$ cat src/rtl/core_sequencer_pkg.sv
// Shared definitions for the core sequencer: FSM state encodings, RV32I
// major opcodes, register-file write-source and ALU-mode encodings, and an
// opcode legality helper used by the decode step.
package core_sequencer_pkg;

  typedef enum logic [2:0] {
    ST_FETCH  = 3'd0,
    ST_DECODE = 3'd1,
    ST_EXEC   = 3'd2,
    ST_MEM    = 3'd3,
    ST_WB     = 3'd4,
    ST_HALT   = 3'd5,
    ST_TRAP   = 3'd6
  } state_e;

  localparam logic [6:0] OPC_LUI    = 7'b0110111;
  localparam logic [6:0] OPC_AUIPC  = 7'b0010111;
  localparam logic [6:0] OPC_JAL    = 7'b1101111;
  localparam logic [6:0] OPC_JALR   = 7'b1100111;
  localparam logic [6:0] OPC_BRANCH = 7'b1100011;
  localparam logic [6:0] OPC_LOAD   = 7'b0000011;
  localparam logic [6:0] OPC_STORE  = 7'b0100011;
  localparam logic [6:0] OPC_OPIMM  = 7'b0010011;
  localparam logic [6:0] OPC_OP     = 7'b0110011;
  localparam logic [6:0] OPC_SYSTEM = 7'b1110011;

  // Register-file write source
  localparam logic [1:0] RD_PC_ALU = 2'd0;
  localparam logic [1:0] RD_ALU    = 2'd1;
  localparam logic [1:0] RD_MEM    = 2'd2;

  // ALU operating mode
  localparam logic [1:0] ALU_ADD   = 2'd0;
  localparam logic [1:0] ALU_FUNC  = 2'd1;
  localparam logic [1:0] ALU_CMP   = 2'd2;

  function automatic logic opcode_legal(input logic [6:0] op);
    case (op)
      OPC_LUI, OPC_AUIPC, OPC_JAL, OPC_JALR, OPC_BRANCH,
      OPC_LOAD, OPC_STORE, OPC_OPIMM, OPC_OP, OPC_SYSTEM: return 1'b1;
      default:                                             return 1'b0;
    endcase
  endfunction

endpackage

$ cat src/rtl/core_sequencer_branch_resolve.sv
// Combinational branch condition resolver.
// Ports:
//   func3_i    branch kind (instruction[14:12])
//   eq_i       rs1 == rs2
//   a_lt_b_i   rs1 < rs2 (signed)
//   a_lt_ub_i  rs1 < rs2 (unsigned)
//   taken_o    branch condition holds
//   illegal_o  func3 does not name a branch (010/011)
module core_sequencer_branch_resolve (
  input  logic [2:0] func3_i,
  input  logic       eq_i,
  input  logic       a_lt_b_i,
  input  logic       a_lt_ub_i,
  output logic       taken_o,
  output logic       illegal_o
);

  always_comb begin
    taken_o   = 1'b0;
    illegal_o = 1'b0;
    case (func3_i)
      3'b000:  taken_o = eq_i;
      3'b001:  taken_o = !eq_i;
      3'b100:  taken_o = a_lt_b_i;
      3'b101:  taken_o = !a_lt_b_i;
      3'b110:  taken_o = a_lt_ub_i;
      3'b111:  taken_o = !a_lt_ub_i;
      default: illegal_o = 1'b1;
    endcase
  end

endmodule

$ cat src/rtl/core_sequencer.sv
// Multicycle sequencer for a single-ported RV32I datapath.
// Walks FETCH -> DECODE -> EXEC [-> MEM [-> WB]] and emits one-cycle load
// strobes instead of gated clocks. The one memory port is shared between
// instruction fetch (PC address) and load/store (ALU address) through a
// req/ready handshake. Also provides halt, a sticky illegal-instruction trap
// and free-running cycle / retired-instruction counters.
// Ports:
//   clk, reset                     clock, synchronous active-high reset
//   opcode, func3                  fields of the held instruction
//   eq, a_lt_b, a_lt_ub            ALU compare flags
//   mem_ready, halt_req            memory completion, halt request
//   insn_en, pc_en, rd_en          load strobes (IR, PC, register file)
//   mem_req, mem_we, addr_sel      memory request controls
//   rd_sel, alu_a_sel, alu_b_sel,
//   alu_mode, pc_alu_sel,
//   pc_next_sel, sx_size           datapath mux/mode selects
//   halted, trap, state            status
//   cycle_cnt, instret_cnt         wrapping counters
module core_sequencer
  import core_sequencer_pkg::*;
#(
  parameter int CNT_W = 32
) (
  input  logic             clk,
  input  logic             reset,
  input  logic [6:0]       opcode,
  input  logic [2:0]       func3,
  input  logic             eq,
  input  logic             a_lt_b,
  input  logic             a_lt_ub,
  input  logic             mem_ready,
  input  logic             halt_req,
  output logic             insn_en,
  output logic             pc_en,
  output logic             rd_en,
  output logic             mem_req,
  output logic             mem_we,
  output logic             addr_sel,
  output logic [1:0]       rd_sel,
  output logic             alu_a_sel,
  output logic             alu_b_sel,
  output logic [1:0]       alu_mode,
  output logic             pc_alu_sel,
  output logic             pc_next_sel,
  output logic [2:0]       sx_size,
  output logic             halted,
  output logic             trap,
  output logic [2:0]       state,
  output logic [CNT_W-1:0] cycle_cnt,
  output logic [CNT_W-1:0] instret_cnt
);

  state_e           state_q, state_d;
  // A fetch request is outstanding; halt may only be taken before one starts
  logic             fetch_pend_q, fetch_pend_d;
  // HALT was entered through ECALL/EBREAK and is left only by reset
  logic             halt_sys_q, halt_sys_d;
  logic [CNT_W-1:0] cycle_q, instret_q;

  logic br_taken, br_illegal;
  logic is_store, is_load, is_system;
  logic halt_now;

  assign is_store  = (opcode == OPC_STORE);
  assign is_load   = (opcode == OPC_LOAD);
  assign is_system = (opcode == OPC_SYSTEM);
  assign halt_now  = !fetch_pend_q && halt_req;

  core_sequencer_branch_resolve u_branch (
    .func3_i   (func3),
    .eq_i      (eq),
    .a_lt_b_i  (a_lt_b),
    .a_lt_ub_i (a_lt_ub),
    .taken_o   (br_taken),
    .illegal_o (br_illegal)
  );

  // State register
  always_ff @(posedge clk) begin
    if (reset) begin
      state_q      <= ST_FETCH;
      fetch_pend_q <= 1'b0;
      halt_sys_q   <= 1'b0;
    end else begin
      state_q      <= state_d;
      fetch_pend_q <= fetch_pend_d;
      halt_sys_q   <= halt_sys_d;
    end
  end

  // Next-state logic
  always_comb begin
    state_d      = state_q;
    fetch_pend_d = fetch_pend_q;
    halt_sys_d   = halt_sys_q;
    case (state_q)
      ST_FETCH: begin
        if (halt_now) begin
          state_d    = ST_HALT;
          halt_sys_d = 1'b0;
        end else if (mem_ready) begin
          state_d      = ST_DECODE;
          fetch_pend_d = 1'b0;
        end else begin
          fetch_pend_d = 1'b1;
        end
      end
      ST_DECODE: begin
        if (!opcode_legal(opcode) || ((opcode == OPC_BRANCH) && br_illegal))
          state_d = ST_TRAP;
        else
          state_d = ST_EXEC;
      end
      ST_EXEC: begin
        if (is_load || is_store) begin
          state_d = ST_MEM;
        end else if (is_system) begin
          state_d    = ST_HALT;
          halt_sys_d = 1'b1;
        end else begin
          state_d = ST_FETCH;
        end
      end
      ST_MEM: begin
        if (mem_ready) state_d = is_store ? ST_FETCH : ST_WB;
      end
      ST_WB:   state_d = ST_FETCH;
      ST_HALT: begin
        if (!halt_sys_q && !halt_req) state_d = ST_FETCH;
      end
      ST_TRAP: state_d = ST_TRAP;
      default: state_d = ST_FETCH;
    endcase
  end

  // Output logic
  always_comb begin
    insn_en     = 1'b0;
    pc_en       = 1'b0;
    rd_en       = 1'b0;
    mem_req     = 1'b0;
    mem_we      = 1'b0;
    addr_sel    = 1'b0;
    rd_sel      = RD_PC_ALU;
    alu_a_sel   = 1'b0;
    alu_b_sel   = 1'b0;
    alu_mode    = ALU_ADD;
    pc_alu_sel  = 1'b1;
    pc_next_sel = 1'b0;
    case (state_q)
      ST_FETCH: begin
        mem_req = !halt_now;
        insn_en = !halt_now && mem_ready;
      end
      ST_EXEC: begin
        case (opcode)
          OPC_OP, OPC_OPIMM: begin
            rd_en     = 1'b1;
            rd_sel    = RD_ALU;
            alu_mode  = ALU_FUNC;
            alu_b_sel = (opcode == OPC_OPIMM);
            pc_en     = 1'b1;
          end
          OPC_LUI, OPC_AUIPC: begin
            rd_en     = 1'b1;
            rd_sel    = RD_ALU;
            alu_b_sel = 1'b1;
            alu_a_sel = (opcode == OPC_AUIPC);
            pc_en     = 1'b1;
          end
          // Target from the ALU, link value from the PC adder, both on one edge
          OPC_JAL, OPC_JALR: begin
            alu_a_sel   = (opcode == OPC_JAL);
            alu_b_sel   = 1'b1;
            pc_next_sel = 1'b1;
            rd_en       = 1'b1;
            rd_sel      = RD_PC_ALU;
            pc_en       = 1'b1;
          end
          OPC_BRANCH: begin
            alu_mode   = ALU_CMP;
            pc_en      = 1'b1;
            pc_alu_sel = !br_taken;
          end
          OPC_LOAD, OPC_STORE: alu_b_sel = 1'b1;
          default: ;
        endcase
      end
      ST_MEM: begin
        mem_req   = 1'b1;
        addr_sel  = 1'b1;
        mem_we    = is_store;
        alu_b_sel = 1'b1;
        pc_en     = is_store && mem_ready;
      end
      ST_WB: begin
        rd_en  = 1'b1;
        rd_sel = RD_MEM;
        pc_en  = 1'b1;
      end
      default: ;
    endcase
    if (reset) begin
      insn_en = 1'b0;
      pc_en   = 1'b0;
      rd_en   = 1'b0;
      mem_req = 1'b0;
      mem_we  = 1'b0;
    end
  end

  always_ff @(posedge clk) begin
    if (reset) begin
      cycle_q   <= '0;
      instret_q <= '0;
    end else begin
      cycle_q <= cycle_q + 1'b1;
      if (pc_en) instret_q <= instret_q + 1'b1;
    end
  end

  assign sx_size     = ((state_q == ST_MEM) || (state_q == ST_WB)) ? func3 : 3'd0;
  assign halted      = (state_q == ST_HALT);
  assign trap        = (state_q == ST_TRAP);
  assign state       = state_q;
  assign cycle_cnt   = cycle_q;
  assign instret_cnt = instret_q;

endmodule

$ cat config.mk
export PLATFORM = sky130hd
export DESIGN_NAME = core_sequencer
export DESIGN_NICKNAME = d
export VERILOG_FILES = /design/src/rtl/core_sequencer_pkg.sv /design/src/rtl/core_sequencer_branch_resolve.sv /design/src/rtl/core_sequencer.sv
export SDC_FILE = /design/constraint.sdc
export NUM_CORES = 1
export LEC_CHECK = 0
export CAP_MARGIN = 5
export CORE_MARGIN = 4
export CORE_UTILIZATION = 48
export CTS_CLUSTER_DIAMETER = 200
export DETAILED_ROUTE_END_ITERATION = 8
export GPL_ROUTABILITY_DRIVEN = 0
export GPL_TIMING_DRIVEN = 0
export PLACE_DENSITY = 0.76
export SETUP_SLACK_MARGIN = 0.2
export SLEW_MARGIN = 20
export SYNTH_ARGS = -nofsm -noshare
export SYNTH_HDL_FRONTEND = slang
export SYNTH_SLANG_ARGS = --single-unit
$ cat constraint.sdc
create_clock -name clk -period 2.6 [get_ports clk]
set_clock_uncertainty 0.1 [all_clocks]
set_input_delay 0.52 -clock clk [delete_from_list [all_inputs] [get_ports clk]]
set_output_delay 0.52 -clock clk [all_outputs]
set_load 0.02 [all_outputs]
# == Word-level counts from Yosys, hierarchy flattened ==
# Index checks and enable logic that the tools add are counted.
# totals
out_inout_bits,86
mem_bits_rw,0
romBits,0
memories,0
wordCells,111
latchBits,0
in_bits,17
reg_bits,69
# classes
bitwise_logic,1
div,0
muxes,44
n_lt_le_gt_ge,0
n_mul,0
addsub,2
n_eq_ne,27
n_reduce_logical,32
shift,0
# ops
op,n
$add A32 B1 Y32 const B,2
$eq A7 B7 Y1 const B,4
$mux W3,9
$mux W1,23
$eq A3 B3 Y1 const B,7
$eq A7 B6 Y1 const B,3
$pmux W3 S6,1
$reduce_or A6 Y1,3
$eq A7 B5 Y1 const B,2
$pmux W1 S2,6
$reduce_or A10 Y1,1
$logic_not A1 Y1,9
$ne A2 B2 Y1 const B,4
$pmux W2 S2,2
$eq A7 B2 Y1 const B,1
$reduce_or A7 Y1,1
$eq A3 B1 Y1 const B,2
$eq A3 B2 Y1 const B,2
$logic_not A3 Y1,2
$pmux W1 S6,1
$reduce_or A2 Y1,3
$logic_and A1 B1 Y1,5
$reduce_and A4 Y1,1
$reduce_or A4 Y1,1
9 further kinds,11

# == Logic depth before layout (Yosys ltp) ==
# logic_depth
depth_word,8
mapped_depth,10
depth_no_buf,7

# == By module ==
# A second synthesis with hierarchy kept.
# hier_totals
hier_cells,474
area_unflattened_um2,4053.9
# by_module_without_submodules
mod,cells_each,instances,area_each_um2,seq_area_each_um2
core_sequencer,468,1,4007.6,1381.3
core_sequencer_branch_resolve,6,1,46.3,0.0

# == Least setup slack after synthesis ==
# Ideal clock, no wire load.
# synth_path
path_type,in2out
startpoint,input port opcode[6]
endpoint,output port pc_en
path_slack_ns,-0.033
path_buffers,2
path_stages,5
t_arrival_ns,2.013
t_required_ns,1.980
path_cell_list,clkbuf_1 -> or3b_1 -> clkbuf_1 -> a311o_1 -> a21oi_2
# synth_via
elab_chain_cells,5
elab_cells_between_ends,13
classes_between,eq/ne (8); mux (3); reduce/logical (2)
# synth_lines
item,line_no,text
from (decl),core_sequencer.sv:26,"input logic [6:0] opcode,"
$eq A7 B7 Y1 (tied with other cells),core_sequencer.sv:156,case (opcode)
$reduce_or A7 Y1 (no line),n/a,
$mux W1,core_sequencer.sv:156,
$pmux W1 S3 (*),core_sequencer.sv:150,case (state_q)
$mux W1 (*),core_sequencer.sv:203,if (reset) begin
to (decl),core_sequencer.sv:34,"output logic pc_en,"
# Mark *: on every way between the ends. The rest lies on a longest branch, timed or not.

# == Worst setup path in the final report ==
# layout_path
startpoint,register state_q[1] (netlist: state[1])
endpoint,output port pc_en
# layout_via
elab_chain_cells,3
elab_cells_between_ends,5
classes_between,eq/ne (3); mux (2)
# layout_lines
item,line_no,text
from (decl),core_sequencer.sv:53,"state_e state_q, state_d;"
from (signal assigned),core_sequencer.sv:85,state_q <= state_d;
$eq A3 B3 Y1 or $eq A3 B2 Y1 (tied branches),core_sequencer.sv:150,
$pmux W1 S3 (*),core_sequencer.sv:150,
$mux W1 (*),core_sequencer.sv:203,
# Marked as above.

==> reports/results.tsv <==
stage	metric	value	unit
routing	vias	3982	
logic_synthesis	Syn Inst Count	451	
floorplanning	core area	0.00737	mm2
min_path	Hold WC Path Type	reg -> reg	
timing	final hold violations	0	
place	post-DP HPWL	7.28	mm
routing	ANT nets after route	0	
logic_synthesis	Netlist Area Pre-Place	0.00369	mm2
logic_synthesis	synth unique cells	55	
power	Tot Pwr	3.02	mW
clocking	CTS max path bufs	2	
timing	slew of the pin with the lowest slew margin	640	ps
timing	Worst Slack Setup Final	-29.0	ps
routing	DR DRC count	0	
clocking	clock sinks	69	
critical_path	CP Capture Point	pc_en	
critical_path	critical setup path kind	reg -> out	
routing	routed len/inst	16.2	um
logic_synthesis	Syn Nets	470	
finish	fraction of layout cells with a size suffix above 1	27.5	%
place	Inst Count DP	650	
routing	drt pass-1 iters	5	
critical_path	crit-path cells	buf_6 -> or3b_4 -> buf_8 -> a311o_2 -> a21oi_4 -> buf_6	
floorplanning	Std-Cell Rows	31	
clocking	clock slew at reported path FFs	80	ps
finish	synthesis-to-layout area growth	53.3	%
logic_synthesis	Synth Warn #	0	
finish	Final Non-Filler Cells	700	
timing	count of final setup violators	1	
routing	DR vias/cell	5.69	
critical_path	Worst EP arrival	2010	ps
critical_path	worst path required time	1980	ps
finish	Ant. Diodes	0	
power	PwrDens	534	mW/mm2
critical_path	crit start category	flop	
clocking	Root Buffer	clkbuf_8	
grt	all-layer global routing usage	24.1	%
clocking	# H-tree levels	3	
power	Worst VDD drop	0.333	mV
critical_path	delay of the slowest critical-path stage	380	ps
timing	Final Max Tran Viols	0	
power	Leakage	1.86	nW
floorplanning	Initial Util	50.1	%
clocking	clk_lat worst skew	350	ps
critical_path	reg-to-reg endpoint	instret_cnt[29]	
power	Internal Dissipation	1.96	mW
floorplanning	die area	0.00916	mm2
outcome	violated checks	setup timing	
job	Max Cap Viol	0	
power	sequential cell fraction of total power	37.0	%
grt	Overflow after GRT	0	
routing	DRT Wirelength	11.4	mm
floorplanning	Die H	95.7	um
timing	RSZ-0062 raised after global routing	true	
logic_synthesis	dominant synthesized flop cell	dfxtp_1	
clocking	cts hold-fix bufs	0	
place	pre-CTS setup slack	-1060	ps
critical_path	most used cell, CP	buf_6	
finish	fin nets	615	
timing	Highest Clock Rate	380	MHz
critical_path	slowest stage cell, crit path	or3b_4	
place	Port Buffer Count	100	
grt	vias in the first global route	3696	
critical_path	R2R Setup Slk	50	ps
critical_path	reg2reg start	state[1]	
critical_path	Crit. Startpoint	state[1]	
floorplanning	Die Wd	95.7	um
critical_path	Critical Path Fanout Max	5	
logic_synthesis	EDFF count, synth	0	
power	Sw Share	35.3	%
clocking	CTS buffer count	9	
critical_path	worst reg2reg path depth	9	
timing	fin crit share	101	%
timing	max_slew headroom	57.2	%
timing	final critical-path required period	2630	ps
routing	initial drt markers	162	
logic_synthesis	Async S/R FF share, synth	0	%
clocking	CTS tree	built	
grt	largest net degree at the start of global routing	13	
logic_synthesis	register bit count reported by yosys	69	
power	Switch Pwr	1.07	mW
floorplanning	Top Ports	103	
grt	first-pass GRT wire length	17.7	mm
critical_path	CP Capture Type	output port	
outcome	status	complete, but fails checks	
power	clock power share	25.4	%
power	Logic pwr share	37.5	%
logic_synthesis	Avg Inst Size Synth	8.18	um2
logic_synthesis	sequential area share after synthesis	37.4	%
grt	initial antenna violation count	0	
-- how the worst min path moves through the flow --
stage	end	startpoint	slack [ps]	cells past startpoint
detailed placement	fetch_pend_q	fetch_pend_q	370	2
global route	fetch_pend_q	fetch_pend_q	380	2
CTS	fetch_pend_q	fetch_pend_q	380	2
floorplan	fetch_pend_q	fetch_pend_q	330	2
finish	fetch_pend_q	fetch_pend_q	380	2
global placement	fetch_pend_q	fetch_pend_q	340	2
-- cell usage in the layout, fill, tap and decap left out, types with 4 or more instances in the layout --
cell and count:
buf_4 37, nor2_1 57, nand3_1 21, nand2b_1 4, nand2_1 27, dfxtp_1 67
nor2_2 4, o31ai_4 4, a21oi_1 17, buf_6 13, o31ai_2 4, o21ai_0 7
or3_1 5, inv_1 13, nand4_1 12, o31ai_1 6, nor3_1 10, a2111oi_2 6
or4_1 5, a21oi_2 14, or2_2 4, clkbuf_1 7, and3_1 5, o21ai_1 6
clkbuf_8 14, nor2b_1 5, clkdlybuf4s50_1 75, nor4_1 11, dlygate4sd2_1 4, xnor2_1 31
and4_1 6, buf_2 7, or4_4 9, clkbuf_2 4, xor2_1 9
-- synthesized netlist by cell type (9+ instances only) --
| library cell | count | share of area [%] |
|---|---|---|
| or4_1 | 14 | 2.8 |
| nor4_1 | 11 | 1.9 |
| clkbuf_1 | 18 | 1.8 |
| nor2_1 | 61 | 6.2 |
| xor2_1 | 9 | 2.1 |
| inv_1 | 15 | 1.5 |
| dfxtp_1 | 69 | 37 |
| nor3_1 | 12 | 1.6 |
| o31ai_1 | 14 | 2.8 |
| a21oi_1 | 31 | 4.2 |
| nand2_1 | 30 | 3.1 |
| nand4_1 | 12 | 2.0 |
| nand3_1 | 24 | 3.3 |
| xnor2_1 | 31 | 7.4 |
-- power by group through the flow --
stage	registers (mW)	logic, mW	clock network [mW]
after global routing	1.12	1.20	0.834
final	1.12	1.13	0.768
after detailed placement	1.14	0.754	0
after floorplan	1.17	0.463	0
after global placement	1.14	0.744	0
after CTS	1.12	0.904	0.777
-- sequential cells by signal, indices dropped and copies added (netlist names) --
register,cells
cycle_cnt,32
instret_cnt,32
state,3
fetch_pend_q,1
halt_sys_q,1
-- cell type report --
class | count | area, um2
Clock buffer | 10 | 128
Buffer | 22 | 186
Sequential cell | 69 | 1380
Clock inverter | 6 | 38.8
Inverter | 16 | 70.1
Tap cell | 99 | 124
Multi-Input combinational cell | 344 | 2510
Timing Repair Buffer | 134 | 1220
Fill cell | 522 | 1710
-- layer usage --
layer,track usage (%),share of wire (%)
met5,0,0
met2,39.3,48
met4,8.06,1.4
met1,32.0,44
met3,4.77,6.7
-- cell families (layout without fill, tap and decap cells) --
| group | after synthesis | in the layout | synth area share [%] |
|---|---|---|---|
| buffers and inverters | 38 | 188 | 4.17 |
| DFF | 69 | 69 | 37.4 |
| xor gates and xnor gates | 40 | 40 | 9.49 |
| muxes | 3 | 3 | 0.814 |
| AOI/OAI and AO/OA | 85 | 85 | 16.8 |
| adders and majority gates | 2 | 2 | 0.678 |
| and+or+nand+nor | 214 | 214 | 30.6 |
-- critical path: cells and delay by family (launching register included) --
family,cells,cell delay (ps)
buffers and inverters,3,380
flip-flops,1,340
AND/OR/NAND/NOR,1,380
AO/OA/AOI/OAI,2,560
-- per-stage QoR --
stage	TNS (ps)	hold WS, ps	utilization (%)	instance area [um2]
floorplan	0	331	-	3730
global placement	-20600	341	65.9	4850
detailed placement	-22070	367	65.9	4850
CTS	-51.2	378	72.2	5320
global route	-125	384	76.8	5660
finish	-29.0	383	76.8	5660
-- what timing repair did --
| item | CTS | global route |
|---|---|---|
| buffers inserted | 19 | 12 |
| setup endpoints to repair | 51 | 42 |
| endpoints found under the hold margin | 0 | 0 |
| gates resized for setup | 143 | 78 |
| gates cloned | 2 | 1 |
| pin swaps | 34 | 35 |
No activity file was read; power rests on OpenSTA's default activity.
